[src/rtl/hex_display_pkg.sv]
// hex_display_pkg: segment codes, scan FSM states and counter width helper
package hex_display_pkg;
  localparam logic [0:6] SEG_OFF = 7'b1111111;
  localparam logic [0:6] SEG_0 = 7'b0000001;
  localparam logic [0:6] SEG_1 = 7'b1001111;
  localparam logic [0:6] SEG_2 = 7'b0010010;
  localparam logic [0:6] SEG_3 = 7'b0000110;
  localparam logic [0:6] SEG_4 = 7'b1001100;
  localparam logic [0:6] SEG_5 = 7'b0100100;
  localparam logic [0:6] SEG_6 = 7'b0100000;
  localparam logic [0:6] SEG_7 = 7'b0001101;
  localparam logic [0:6] SEG_8 = 7'b0000000;
  localparam logic [0:6] SEG_9 = 7'b0000100;
  localparam logic [0:6] SEG_A = 7'b0001000;
  localparam logic [0:6] SEG_B = 7'b1100000;
  localparam logic [0:6] SEG_C = 7'b0110001;
  localparam logic [0:6] SEG_D = 7'b1000010;
  localparam logic [0:6] SEG_E = 7'b0110000;
  localparam logic [0:6] SEG_F = 7'b0111000;
  typedef enum logic {GUARD, DRIVE} state_t;
  function automatic int cnt_w(input int n);
    return n > 1 ? $clog2(n) : 1;
  endfunction
endpackage

[src/rtl/hex_display_scan_lut.sv]
// hex_seg_lut: hex nibble to active-low a..g segment code
module hex_seg_lut
  import hex_display_pkg::*;
(
  input  logic [3:0] nib,
  output logic [0:6] seg
);
  always_comb begin
    unique case (nib)
      4'h0: seg = SEG_0;
      4'h1: seg = SEG_1;
      4'h2: seg = SEG_2;
      4'h3: seg = SEG_3;
      4'h4: seg = SEG_4;
      4'h5: seg = SEG_5;
      4'h6: seg = SEG_6;
      4'h7: seg = SEG_7;
      4'h8: seg = SEG_8;
      4'h9: seg = SEG_9;
      4'hA: seg = SEG_A;
      4'hB: seg = SEG_B;
      4'hC: seg = SEG_C;
      4'hD: seg = SEG_D;
      4'hE: seg = SEG_E;
      4'hF: seg = SEG_F;
    endcase
  end
endmodule

[src/rtl/hex_display_scan.sv]
// hex_display_scan: multiplexed seven-segment scanner with guard cycles; HEX_DISPLAY_LZ_EN adds leading-zero suppression
module hex_display_scan
  import hex_display_pkg::*;
#(
  parameter int DIGITS   = 4,
  parameter int SCAN_DIV = 50000
) (
  input  logic                  clk,
  input  logic                  rst_n,
  input  logic [4*DIGITS-1:0]   value,
  input  logic                  load,
  input  logic [DIGITS-1:0]     blank_mask,
  input  logic [DIGITS-1:0]     dp,
  output logic [0:6]            seg,
  output logic                  dp_out,
  output logic [DIGITS-1:0]     an
);
  localparam int IW = cnt_w(DIGITS);
  localparam int PW = cnt_w(SCAN_DIV);
  state_t              state;
  logic [IW-1:0]       idx;
  logic [PW-1:0]       pcnt;
  logic [4*DIGITS-1:0] shadow;
  logic [3:0]          nib;
  logic [0:6]          lut_seg;
  logic [DIGITS-1:0]   lz;
  logic                show;
  assign nib = shadow[4*idx +: 4];
  hex_seg_lut u_lut (.nib(nib), .seg(lut_seg));
`ifdef HEX_DISPLAY_LZ_EN
  logic zrun;
  // a digit is a leading zero when it and every digit above it are zero
  always_comb begin
    lz = '0;
    zrun = 1'b1;
    for (int i = DIGITS - 1; i > 0; i--) begin
      zrun = zrun & (shadow[4*i +: 4] == 4'h0);
      lz[i] = zrun;
    end
  end
`else
  assign lz = '0;
`endif
  assign show = (state == DRIVE) && !(blank_mask[idx] || lz[idx]);
  always_ff @(posedge clk or negedge rst_n) begin
    if (!rst_n) begin
      state  <= GUARD;
      idx    <= '0;
      pcnt   <= '0;
      shadow <= '0;
      seg    <= SEG_OFF;
      an     <= '1;
      dp_out <= 1'b1;
    end else begin
      if (load) shadow <= value;
      seg    <= show ? lut_seg : SEG_OFF;
      an     <= show ? ~(DIGITS'(1) << idx) : '1;
      dp_out <= show ? ~dp[idx] : 1'b1;
      if (state == GUARD) begin
        state <= DRIVE;
        pcnt  <= '0;
      end else if (pcnt == PW'(SCAN_DIV - 1)) begin
        pcnt  <= '0;
        idx   <= (idx == IW'(DIGITS - 1)) ? '0 : idx + 1'b1;
        state <= GUARD;
      end else begin
        pcnt <= pcnt + 1'b1;
      end
    end
  end
endmodule

[config.mk]
export PLATFORM = sky130hd
export DESIGN_NAME = hex_display_scan
export DESIGN_NICKNAME = d
export VERILOG_FILES = /design/src/rtl/hex_display_pkg.sv /design/src/rtl/hex_display_scan_lut.sv /design/src/rtl/hex_display_scan.sv
export SDC_FILE = /design/constraint.sdc
export NUM_CORES = 1
export LEC_CHECK = 0
export ABC_AREA = 1
export BUFFER_PORTS_ARGS = -buffer_cell sky130_fd_sc_hd__buf_2
export CORE_AREA = 10 10 83 85
export CTS_BUF_LIST = sky130_fd_sc_hd__clkbuf_4 sky130_fd_sc_hd__clkbuf_8
export DETAILED_ROUTE_END_ITERATION = 7
export DIE_AREA = 0 0 93 95
export GPL_ROUTABILITY_DRIVEN = 0
export HOLD_SLACK_MARGIN = 0.03
export PLACE_DENSITY = 0.7
export SLEW_MARGIN = 20
export SYNTH_ARGS = -nofsm -noshare
export SYNTH_HDL_FRONTEND = slang
export SYNTH_SLANG_ARGS = --single-unit
[constraint.sdc]
create_clock -name clk -period 2.45 [get_ports clk]
set_input_delay 0.49 -clock clk [delete_from_list [all_inputs] [get_ports clk]]
set_output_delay 0.49 -clock clk [all_outputs]
set_load 0.02 [all_outputs]
# Word-level counts from Yosys, hierarchy flattened
# Memories as Yosys holds them, arrays and structs flattened.
# Index checks and enable logic that the tools add are counted.
# totals
memories	1
wordCells	35
latch_bits	0
mem_bits_rw	0
register_bits	47
inputBits	27
output_inout_bits	12
romBits	112
# memory_table
memory	depth	width	rd	rd_clocked_by_memory_dff	wr	line_no	source
(no name shown)	16	7	1	0	0	hex_display_scan_lut.sv:9	unique case (nib)
# op_classes
n_shift	2
n_mux	14
n_lt_le_gt_ge	1
n_bitwise	2
n_reduce_logical	4
n_eq_ne	2
multipliers	0
add_sub_neg	2
div_mod_pow	0
# op_table
op	n
$mux 16	2
$add 16x1->16 const B	1
$eq 16x16->1 const B	1
$shiftx 16x5->4	1
$mux 7	1
$bmux 1 s2	3
$mux 1	6
$mux 4	1
$not 4->4	1
$shl 1x2->4 const A	1
$lt 2x3->1 const B	1
$add 2x1->2 const B	1
$eq 2x2->1 const B	1
$mux 2	1
$reduce_and 2->1	1
$logic_and 1x1->1	1
$logic_not 1->1	1
$logic_or 1x1->1	1
$not 1->1	1

# Longest topological paths before layout
# Gate-level depths: netlist of run 1.
# logic_depth
ltp_word	6
depth_mapped	11

# By module
# A second synthesis of run 1 with hierarchy kept.
# unflattened
cells_unflattened	289
area_unflattened_um2	2577.5
# modules_own_cells
mod	cells_each	area_each_um2	instances
hex_display_scan	240	2288.4	1
hex_seg_lut	49	289.0	1

# Worst setup path after synthesis of run 1
# Ideal clock, no wire load.
# synth_path
path_type	register to register
startpoint	register idx[0]
endpoint	register seg[3] in the netlist's numbering
synth_period_minus_slack_ns	1.562
stages_incl_launch_ff	11
setup_slack_ns	0.888
setup_ns	0.064
t_arrival_ns	1.498
path_cell_list	dfrtp_1 -> buf_4 -> o21ai_1 -> nor2_1 -> nor2_2 -> ha_1 -> inv_1 -> nand3_1 -> nand2_1 -> nand2_1 -> nand3_1
# synth_between
elab_chain_len	6
elab_cells_between_ends	10
cone_classes	1 x shift; 5 x mux; 3 x reduce/logical; 1 x memory
# synth_lines
element	line_no	source
from (decl)	hex_display_scan.sv:21	logic [IW-1:0] idx;
from (signal assigned)	hex_display_scan.sv:64	idx <= (idx == IW'(DIGITS - 1)) ? '0 : idx + 1'b1;
parallel branches: the longest is 5 deep, another holds $mem_v2 16x7	--	
$mux 7 *	hex_display_scan.sv:56	seg <= show ? lut_seg : SEG_OFF;
to (signal assigned)	hex_display_scan.sv:56	
to (decl)	hex_display_scan.sv:14	output logic [0:6] seg,
# Every way passes the cells marked *. The select of a mux whose other input is x is not followed.
# A chain may end at the register's enable or synchronous reset.

# Worst setup path in the final report of run 1
# layout_path
startpoint	register idx[0]
endpoint	register seg[5] in the netlist's numbering
# Same word-level chain as after synthesis.

==> flow_summary.toml, run 1 <==
[route]
dr_total_vias = 2039
drtAntennaViolNets = 0
via_per_inst = 4.88
first_pass_iters = 4
finalWirelength_mm = 5.34
first_iter_violations = 74
drcViolationCount = 0
post_drt_wl_per_cell_um = 12.8

[pwr]
power.internal_uw = 1140
combPwrFrac_pct = 13.5
seq_power_share_pct = 55.6
power_uw = 1520
clock_power_share_pct = 30.9
max-vdd-ir-drop_v = 0.000398
p_leak_uw = 0.00136
powerDensity_nw_per_um2 = 527
switching_share_pct = 25.5
p_switching_uw = 389

[yosys]
synth_mux_area_share_pct = 7.09
synth_area_per_cell_um2 = 8.36
syn_inst = 304
synth.top_cell.area_share_pct = 34.5
synth_top_flop_cell = "dfrtp_1"
seq_area_frac_synth_pct = 46.9
yosysWarningCount = 0
yosys.area.top_type = "dfrtp_1"
syn_nets = 341
synthXorXnorAreaFrac_pct = 0.690
synth-edff-count = 0
yosys-top-cells-area = "dfrtp_1 34%, dfstp_2 12%, nand2_1 12%"
syn_area_um2 = 2540
synth_fa_ha_area_share_pct = 4.93
async_flop_share_pct = 100
synth_top_family_by_area = "simple AND/OR/NAND/NOR gates"
synth-compound-area-share_pct = 3.20
yosys.area_share.simple_pct = 32.1
yosys_register_bits = 47
synth_cell_types = 29

[grt]
antenna_found_initial = 0
met3_usage_pct = 3.81
grt_pass1_wl_mm = 9.64
grt_usage_pct = 13.2
use_met1_pct = 16.9
gr-usage-met2_pct = 21.1
grt_pass1_vias = 2095
grt_max_degree = 26
top_usage_layer = "met2"
gr-total-overflow = 0

[timing]
final.setup.tns_ns = 0
skew_ns = 0.00962
finalHoldViolCount = 0
fin_crit_sh_pct = 80.6
tightest_slew_ns = 0.548
setup_viol = 0
period_minus_slack_ns = 1.97
timing.slew.headroom_pct = 63.5
rsz0062_at_grt = "false"
drv_slew = 0
fmax_mhz = 507

[floorplanning]
die_area_um2 = 8840
start_util_pct = 47.6
rows = 27
fp.dieW_um = 93
die_h_um = 95
design.core.area_um2 = 5340
ioPinCount = 39

[setup_path]
cpMostUsedCell = "nand2_1"
required_ns = 2.68
crit_buf_inv = 2
crit_chain = "inv_2 -> nand2_1 -> nand3_1 -> nand2_1 -> inv_1 -> ha_1 -> nand3_1 -> nor2_1 -> nor2_1 -> nand2_1"
start_kind = "flop"
reg2reg_from = "idx[0]$_DFFE_PN0P_"
cpMaxStageDelayCell = "dfrtp_1"
r2r_slack_ns = 0.48
worst-setup-path-type = "reg -> reg"
critPathMaxStageDelay_ns = 0.66
regToRegEndpoint = "seg[5]$_DFF_PN1_"
crit_arrival_ns = 2.20
end_kind = "flop"
cpLargestDelayFamily = "flip-flops"
reg2reg_depth = 10
cp_max_fo = 17

[clock_network]
cts_num_sinks = 47
clockBufferDepth = 2
cts.reportedPaths.clkPinSlew_ns = 0.09
cts-root-buf = "clkbuf_8"
htreeDepth = 2
cts_made_buffers = 5
cts_resized = 0
cts_hold_buf = 0
cts_tree = "built"
clk_latency_ns = 0.30
postCtsSetupRepairBufs = 0

[finish]
drive_above_1_share_pct = 28.0
antenna_cells = 0
final_nets = 382
area_growth_pct = 14.0
finish.utilization_pct = 54.2
nFillCells = 520

[status]
outcome = "completed"

[place]
io_buffers = 38
place_hpwl_mm = 4.24

[hold_path]
min_path_type = "in -> async"

[job]
drv_cap = 0
[state kept, by name, indices dropped and copies added, names as in the netlist]
signal  flops
pcnt       16
shadow     16
seg         7
an          4
idx         2
dp_out      1
state       1
[cells in the mapped netlist (2+ instances only)]
library cell / instances
dfstp_2: 12
nor2_2: 3
nand2_1: 81
nand4_1: 3
nor3_1: 7
or2_2: 2
buf_2: 3
inv_1: 20
nor2_4: 2
nand3_1: 31
nand3_2: 3
inv_2: 4
o21ai_0: 5
o21ai_1: 2
nand2_2: 5
a21oi_1: 5
ha_1: 10
xor2_1: 2
mux2_2: 16
dfrtp_1: 35
nor2_1: 45
[cells in the final DEF, fill, tap and decap left out, types with 7 or more instances in the layout]
cell type	count
nor2_1	45
dfrtp_1	35
inv_1	20
nor3_1	7
nand3_1	31
dfstp_2	12
ha_1	10
mux2_2	16
nand2_1	81
buf_2	38
[metal layers]
metal	wire length, um	up-vias
met5	0	-
met4	89	0
met3	247	10
met2	2370	45
met1	2630	923
li1	-	1061
[power groups by stage]
stage | registers [uW] | clock network, uW | logic (uW)
2_1_floorplan | 878 | 0 | 112
3_3_place_gp | 861 | 0 | 205
3_5_place_dp | 862 | 0 | 211
4_1_cts | 847 | 488 | 211
5_1_grt | 853 | 509 | 236
6_report | 847 | 472 | 206
[stage by stage]
| step | setup WS, ns | cell area [um2] | cells | hold WS (ns) |
|---|---|---|---|---|
| 2_1_floorplan | 0.888 | 2540 | 304 | 0.194 |
| 3_3_place_gp | 0.616 | 2810 | 410 | 0.493 |
| 3_5_place_dp | 0.501 | 2810 | 410 | 0.499 |
| 4_1_cts | 0.467 | 2900 | 418 | 0.179 |
| 5_1_grt | 0.223 | 2900 | 418 | 0.189 |
| 6_report | 0.476 | 2900 | 418 | 0.160 |
[cell type report]
class                      count  area (um2)  share of cell area [%]
clock inverter                 1        5.00                   0.173
sequential                    47        1190                    41.1
inverter                      25        96.3                    3.33
tap                           72        90.1                    3.11
multi-input combinational    227        1220                    42.1
clock buffer                   7        83.8                    2.90
timing repair buffer          39         210                    7.26
[worst max path at each step]
stage / from / end / slack, ns / cells after the start
after detailed placement: idx[0]$_DFFE_PN0P_ / seg[5]$_DFF_PN1_ / 0.50 / 10
final: idx[0]$_DFFE_PN0P_ / seg[5]$_DFF_PN1_ / 0.48 / 10
after floorplan: idx[0]$_DFFE_PN0P_ / seg[3]$_DFF_PN1_ / 0.89 / 10
after global placement: idx[0]$_DFFE_PN0P_ / seg[0]$_DFF_PN1_ / 0.62 / 10
after global routing: idx[0]$_DFFE_PN0P_ / seg[5]$_DFF_PN1_ / 0.22 / 10
after CTS: idx[0]$_DFFE_PN0P_ / seg[5]$_DFF_PN1_ / 0.47 / 10
[logic make-up (layout without fill, tap and decap cells)]
| group | count (synthesis) | after routing |
|---|---|---|
| AOI/OAI and AO/OA | 15 | 15 |
| xor gates and xnor gates | 2 | 2 |
| adders and majority gates | 10 | 10 |
| buffers and inverters | 30 | 72 |
| DFF | 47 | 47 |
| muxes | 16 | 16 |
| and+or+nand+nor | 184 | 184 |
No activity file was read; power rests on OpenSTA's default activity.
==> run 2: changes to the inputs <==
--- a/config.mk
+++ b/config.mk
@@ -13,7 +13,7 @@
 export DIE_AREA = 0 0 93 95
 export GPL_ROUTABILITY_DRIVEN = 0
 export HOLD_SLACK_MARGIN = 0.03
-export PLACE_DENSITY = 0.7
+export PLACE_DENSITY = 0.72
 export SLEW_MARGIN = 20
 export SYNTH_ARGS = -nofsm -noshare
 export SYNTH_HDL_FRONTEND = slang
==> constraint.sdc (replaced) <==
create_clock -name clk -period 1.7 [get_ports clk]
set_input_delay 0.34 -clock clk [delete_from_list [all_inputs] [get_ports clk]]
set_output_delay 0.34 -clock clk [all_outputs]
set_load 0.02 [all_outputs]
==> run 2 against run 1 <==
Worst hold slack gained 0.10 ns. Die area did not move. Register-to-register slack got worse by 0.38 ns. Setup slack worse by 0.38 ns. Maximum frequency grew 23%. Cell area rose by 2.2%. Final cell count increased by 1.7%. Power is 44% higher. Sequential power up 44%. Via count grew 2.4%. Clock skew fell by 0.0047 ns. First-iteration DRC count rose by 43%.
==> flow_summary.toml, run 2 (same netlist as run 1, synthesis figures left out) <==
[status]
outcome = "completed"

[hold_path]
min_to = "shadow[14]$_DFFE_PN0P_"
hold_path_depth = 2
worstHoldStart = "value[14]"
min_path_type = "in -> reg"

[place]
io_buffers = 38
placed_cell_area_um2 = 2840
dp_slack_ns = 0.0827
place_hpwl_mm = 4.22

[clock_network]
clockBufferDepth = 2
cts_num_sinks = 47
cts-root-buf = "clkbuf_8"
htreeDepth = 2
cts.reportedPaths.clkPinSlew_ns = 0.09
cts_made_buffers = 5
clk_latency_ns = 0.30
cts_tree = "built"

[floorplanning]
die_area_um2 = 8840
rows = 27
ioPinCount = 39
design.core.area_um2 = 5340
die_h_um = 95
start_util_pct = 47.6
fp.dieW_um = 93

[grt]
grt_pass1_vias = 2083
grt_max_degree = 29
gr-total-overflow = 0
grt_usage_pct = 13.0
grt_pass1_wl_mm = 9.43
antenna_found_initial = 0

[timing]
final.setup.tns_ns = 0
skew_ns = 0.00497
fmax_mhz = 624
timing.slew.headroom_pct = 69.0
finalHoldViolCount = 0
hold_slack_ns = 0.265
finalWorstSetupSlack_ns = 0.0972
tightest_slew_ns = 0.465
rsz0062_at_grt = "true"
period_minus_slack_ns = 1.60
drv_slew = 0
setup_viol = 0
fin_crit_sh_pct = 94.3

[setup_path]
start_kind = "flop"
end_kind = "flop"
crit_buf_inv = 1
cpMaxStageDelayCell = "dfrtp_2"
cpLargestDelayFamily = "simple AND/OR/NAND/NOR gates"
cp.depth = 9
reg2reg_depth = 9
cp_max_fo = 8
reg2reg_from = "idx[0]$_DFFE_PN0P_"
critPathMaxStageDelay_ns = 0.46
regToRegEndpoint = "seg[3]$_DFF_PN1_"
crit_arrival_ns = 1.86
r2r_slack_ns = 0.1
worst-setup-path-type = "reg -> reg"
required_ns = 1.95
crit_chain = "o21ai_1 -> nor2_1 -> nor2_2 -> ha_1 -> inv_1 -> nand3_1 -> nand2_1 -> nand2_1 -> nand3_1"

[finish]
design_area_um2 = 2960
antenna_cells = 0
top_regs = "pcnt x16, shadow x16, seg x7"
final_cell_mix = "81 x nand2_1, 44 x nor2_1, 38 x buf_2, 34 x dfrtp_1, 31 x nand3_1"
final_nets = 389
area_growth_pct = 16.6
drive_above_1_share_pct = 30.3
nFillCells = 533
final_common_cell = "nand2_1"

[route]
drtAntennaViolNets = 0
first_pass_iters = 4
via_per_inst = 4.91
first_iter_violations = 106
drcViolationCount = 0
dr_total_vias = 2087
finalWirelength_mm = 5.40
post_drt_wl_per_cell_um = 12.7

[pwr]
p_leak_uw = 0.00139
powerDensity_nw_per_um2 = 741
max-vdd-ir-drop_v = 0.000517

[job]
drv_cap = 0
run 2: power breakdown:
| part | internal, uW | leakage [uW] | switching, uW |
|---|---|---|---|
| Sequential | 1190 | 0.000562 | 28.0 |
| Clock | 287 | 0.0000418 | 385 |
| Combinational | 125 | 0.000782 | 176 |
run 2: worst max path at each step:
stage	end	start
2_1_floorplan	seg[3]$_DFF_PN1_	idx[0]$_DFFE_PN0P_
3_3_place_gp	seg[5]$_DFF_PN1_	idx[0]$_DFFE_PN0P_
3_5_place_dp	seg[0]$_DFF_PN1_	idx[0]$_DFFE_PN0P_
4_1_cts	seg[0]$_DFF_PN1_	idx[0]$_DFFE_PN0P_
5_1_grt	seg[3]$_DFF_PN1_	idx[0]$_DFFE_PN0P_
6_report	seg[3]$_DFF_PN1_	idx[0]$_DFFE_PN0P_
run 2: area by class of cell:
class                   count  area, um2  share of cell area (%)
clock buffers               5       68.8                    2.32
clock inverters             3       20.0                   0.676
inverters                  25       96.3                    3.25
multi-input cells         227       1230                    41.5
flip-flops and latches     47       1190                    40.3
well taps                  72       90.1                    3.04
repair buffers             46        265                    8.96
run 2: repair_timing:
action | CTS | global route
hold buffers | 1 | 0
resized for setup | 0 | 5
hold endpoints to repair | 7 | 0
endpoints found under the setup margin | 0 | 7
buffers inserted | 0 | 1
run 2: layer usage:
metal | up-vias | global-route usage [%] | wire length, um
met1 | 954 | 16.1 | 2510
met4 | 0 | 4.11 | 60
met2 | 51 | 20.8 | 2470
met5 | - | 0 | 0
li1 | 1074 | - | -
met3 | 8 | 4.52 | 359
run 2: per-stage QoR:
step | cells | utilization (%) | power, uW
after global routing | 425 | 55.5 | 2310
after global placement | 415 | 53.3 | 1530
after CTS | 424 | 55.1 | 2210
after floorplan | 304 | - | 1430
final | 425 | 55.5 | 2190
after detailed placement | 415 | 53.3 | 1540
==> run 3: changes to the inputs <==
--- a/config.mk
+++ b/config.mk
@@ -13,7 +13,7 @@
 export DIE_AREA = 0 0 93 95
 export GPL_ROUTABILITY_DRIVEN = 0
 export HOLD_SLACK_MARGIN = 0.03
-export PLACE_DENSITY = 0.72
+export PLACE_DENSITY = 0.74
 export SLEW_MARGIN = 20
 export SYNTH_ARGS = -nofsm -noshare
 export SYNTH_HDL_FRONTEND = slang
==> run 3 against run 2 <==
Combinational power barely moved. Wire length fell by 1.8%. Cell area rose by 1.4%. Critical endpoint is now seg[1]$_DFF_PN1_. Largest cell class unchanged. Worst hold slack barely moved. Power rose by 7.8%. Non-clock buffer count did not move. Register-to-register slack improved by 0.06 ns. Core utilization rose by 0.80 points.
==> flow_summary.toml, run 3 (same netlist as run 1, synthesis figures left out) <==
[status]
outcome = "completed"

[timing]
fin_crit_sh_pct = 90.8
period_minus_slack_ns = 1.54
timing.slew.headroom_pct = 68.9
skew_ns = 0.00551
fmax_mhz = 648
tightest_slew_ns = 0.466
final.setup.tns_ns = 0
rsz0062_at_grt = "false"
setup_viol = 0
drv_slew = 0
finalHoldViolCount = 0

[grt]
grt_pass1_wl_mm = 9.29
grt_usage_pct = 12.8
grt_max_degree = 28
antenna_found_initial = 0
gr-total-overflow = 0
grt_pass1_vias = 1966

[floorplanning]
start_util_pct = 47.6
ioPinCount = 39
rows = 27
design.core.area_um2 = 5340
die_area_um2 = 8840
fp.dieW_um = 93
die_h_um = 95

[finish]
antenna_cells = 0
top_regs = "pcnt x16, shadow x16, seg x7"
design_area_um2 = 3000
drive_above_1_share_pct = 31.7
final_nets = 389
finish.utilization_pct = 56.3
nFillCells = 483
final_cell_mix = "80 x nand2_1, 44 x nor2_1, 38 x buf_2, 33 x dfrtp_1, 31 x nand3_1"
final_common_cell = "nand2_1"
finalNonFillerCells = 425
area_growth_pct = 18.2

[pwr]
powerDensity_nw_per_um2 = 788
power_uw = 2370
p_leak_uw = 0.00141
max-vdd-ir-drop_v = 0.000603

[place]
place_hpwl_mm = 4.13
placed_cells = 415
io_buffers = 38
placed_cell_area_um2 = 2840

[setup_path]
worst-setup-path-type = "reg -> reg"
cpMostUsedCell = "nand2_1"
cpMaxStageDelayCell = "dfrtp_2"
startpoint = "idx[0]$_DFFE_PN0P_"
r2r_slack_ns = 0.16
crit_chain = "inv_4 -> nand2_1 -> a21oi_2 -> nor2_2 -> ha_1 -> inv_1 -> nor2_1 -> a21oi_1 -> nand2_1"
critPathMaxStageDelay_ns = 0.48
reg2reg_from = "idx[0]$_DFFE_PN0P_"
worstSetupEndpoint = "seg[1]$_DFF_PN1_"
end_kind = "flop"
regToRegEndpoint = "seg[1]$_DFF_PN1_"
crit_arrival_ns = 1.77
cp_max_fo = 8
reg2reg_depth = 9
required_ns = 1.93
start_kind = "flop"

[clock_network]
cts_tree = "built"
cts-root-buf = "clkbuf_8"
cts.reportedPaths.clkPinSlew_ns = 0.08
cts_made_buffers = 5
htreeDepth = 2
clockBufferDepth = 2
clk_latency_ns = 0.30
cts_num_sinks = 47

[route]
drcViolationCount = 0
drtAntennaViolNets = 0
first_pass_iters = 4
dr_total_vias = 2110
post_drt_wl_per_cell_um = 12.5
finalWirelength_mm = 5.30
via_per_inst = 4.96
first_iter_violations = 159

[hold_path]
min_path_type = "in -> reg"

[job]
drv_cap = 0
## run 3: cell count changes in the layout (fill, tap and decap cells not counted), sizes merged
cell | previous run | this run
clkinvlp | 1 | 0
bufinv | 0 | 1
clkinv | 2 | 1
clkbuf | 5 | 6
## run 3: how the worst min path moves through the flow
stage | startpoint | end | slack (ns) | cells after the start
6_report | value[5] | shadow[5]$_DFFE_PN0P_ | 0.27 | 2
5_1_grt | value[8] | shadow[8]$_DFFE_PN0P_ | 0.25 | 2
3_3_place_gp | rst_n | pcnt[11]$_DFF_PN0_ | 0.32 | 1
3_5_place_dp | rst_n | pcnt[11]$_DFF_PN0_ | 0.32 | 1
2_1_floorplan | rst_n | idx[0]$_DFFE_PN0P_ | 0.04 | 0
4_1_cts | value[5] | shadow[5]$_DFFE_PN0P_ | 0.25 | 2
## run 3: metrics by stage
step	setup slack (ns)	hold WS, ns
4_1_cts	0.0712	0.254
5_1_grt	0.00520	0.247
6_report	0.156	0.266
2_1_floorplan	0.138	0.0444
3_3_place_gp	0.150	0.319
3_5_place_dp	0.0952	0.319
## run 3: cell type report
type                    instances  area (um2)  area share, %
clock buffers                   6        82.6           2.75
clock inverters                 2        35.0           1.17
inverters                      25        98.8           3.29
multi-input cells             227        1240           41.2
flip-flops and latches         47        1190           39.7
well taps                      72        90.1           3.00
repair buffers                 46         265           8.83
## run 3: worst max-delay path, delay by kind of cell, from the launching register on
kind / cells / cell delay (ns)
compound gates: 2 / 0.25
fa+ha+maj: 1 / 0.27
buf+inv: 2 / 0.18
flops: 1 / 0.48
simple gates: 4 / 0.28
## run 3: per-layer routing
metal | vias up | wire (um) | global-route usage, % | part of all wire (%)
met3 | 10 | 365 | 4.84 | 6.9
li1 | 1081 | - | - | -
met2 | 56 | 2410 | 19.3 | 45
met5 | - | 0 | 0 | 0
met1 | 963 | 2420 | 16.0 | 46
met4 | 0 | 107 | 5.66 | 2.0
## run 3: power breakdown
group	switching (uW)	total, uW	leakage [uW]	internal [uW]
registers	27.4	1220	0.000561	1190
logic	176	303	0.000783	127
clock network	367	842	0.0000612	476
total	570	2370	0.00141	1800
## run 3: what timing repair did
item                                    in CTS  in global routing
hold endpoints to repair                     8                  0
resized for setup                            0                 10
setup buffers                                0                  1
hold buffers                                 1                  0
endpoints found under the setup margin       0                  9
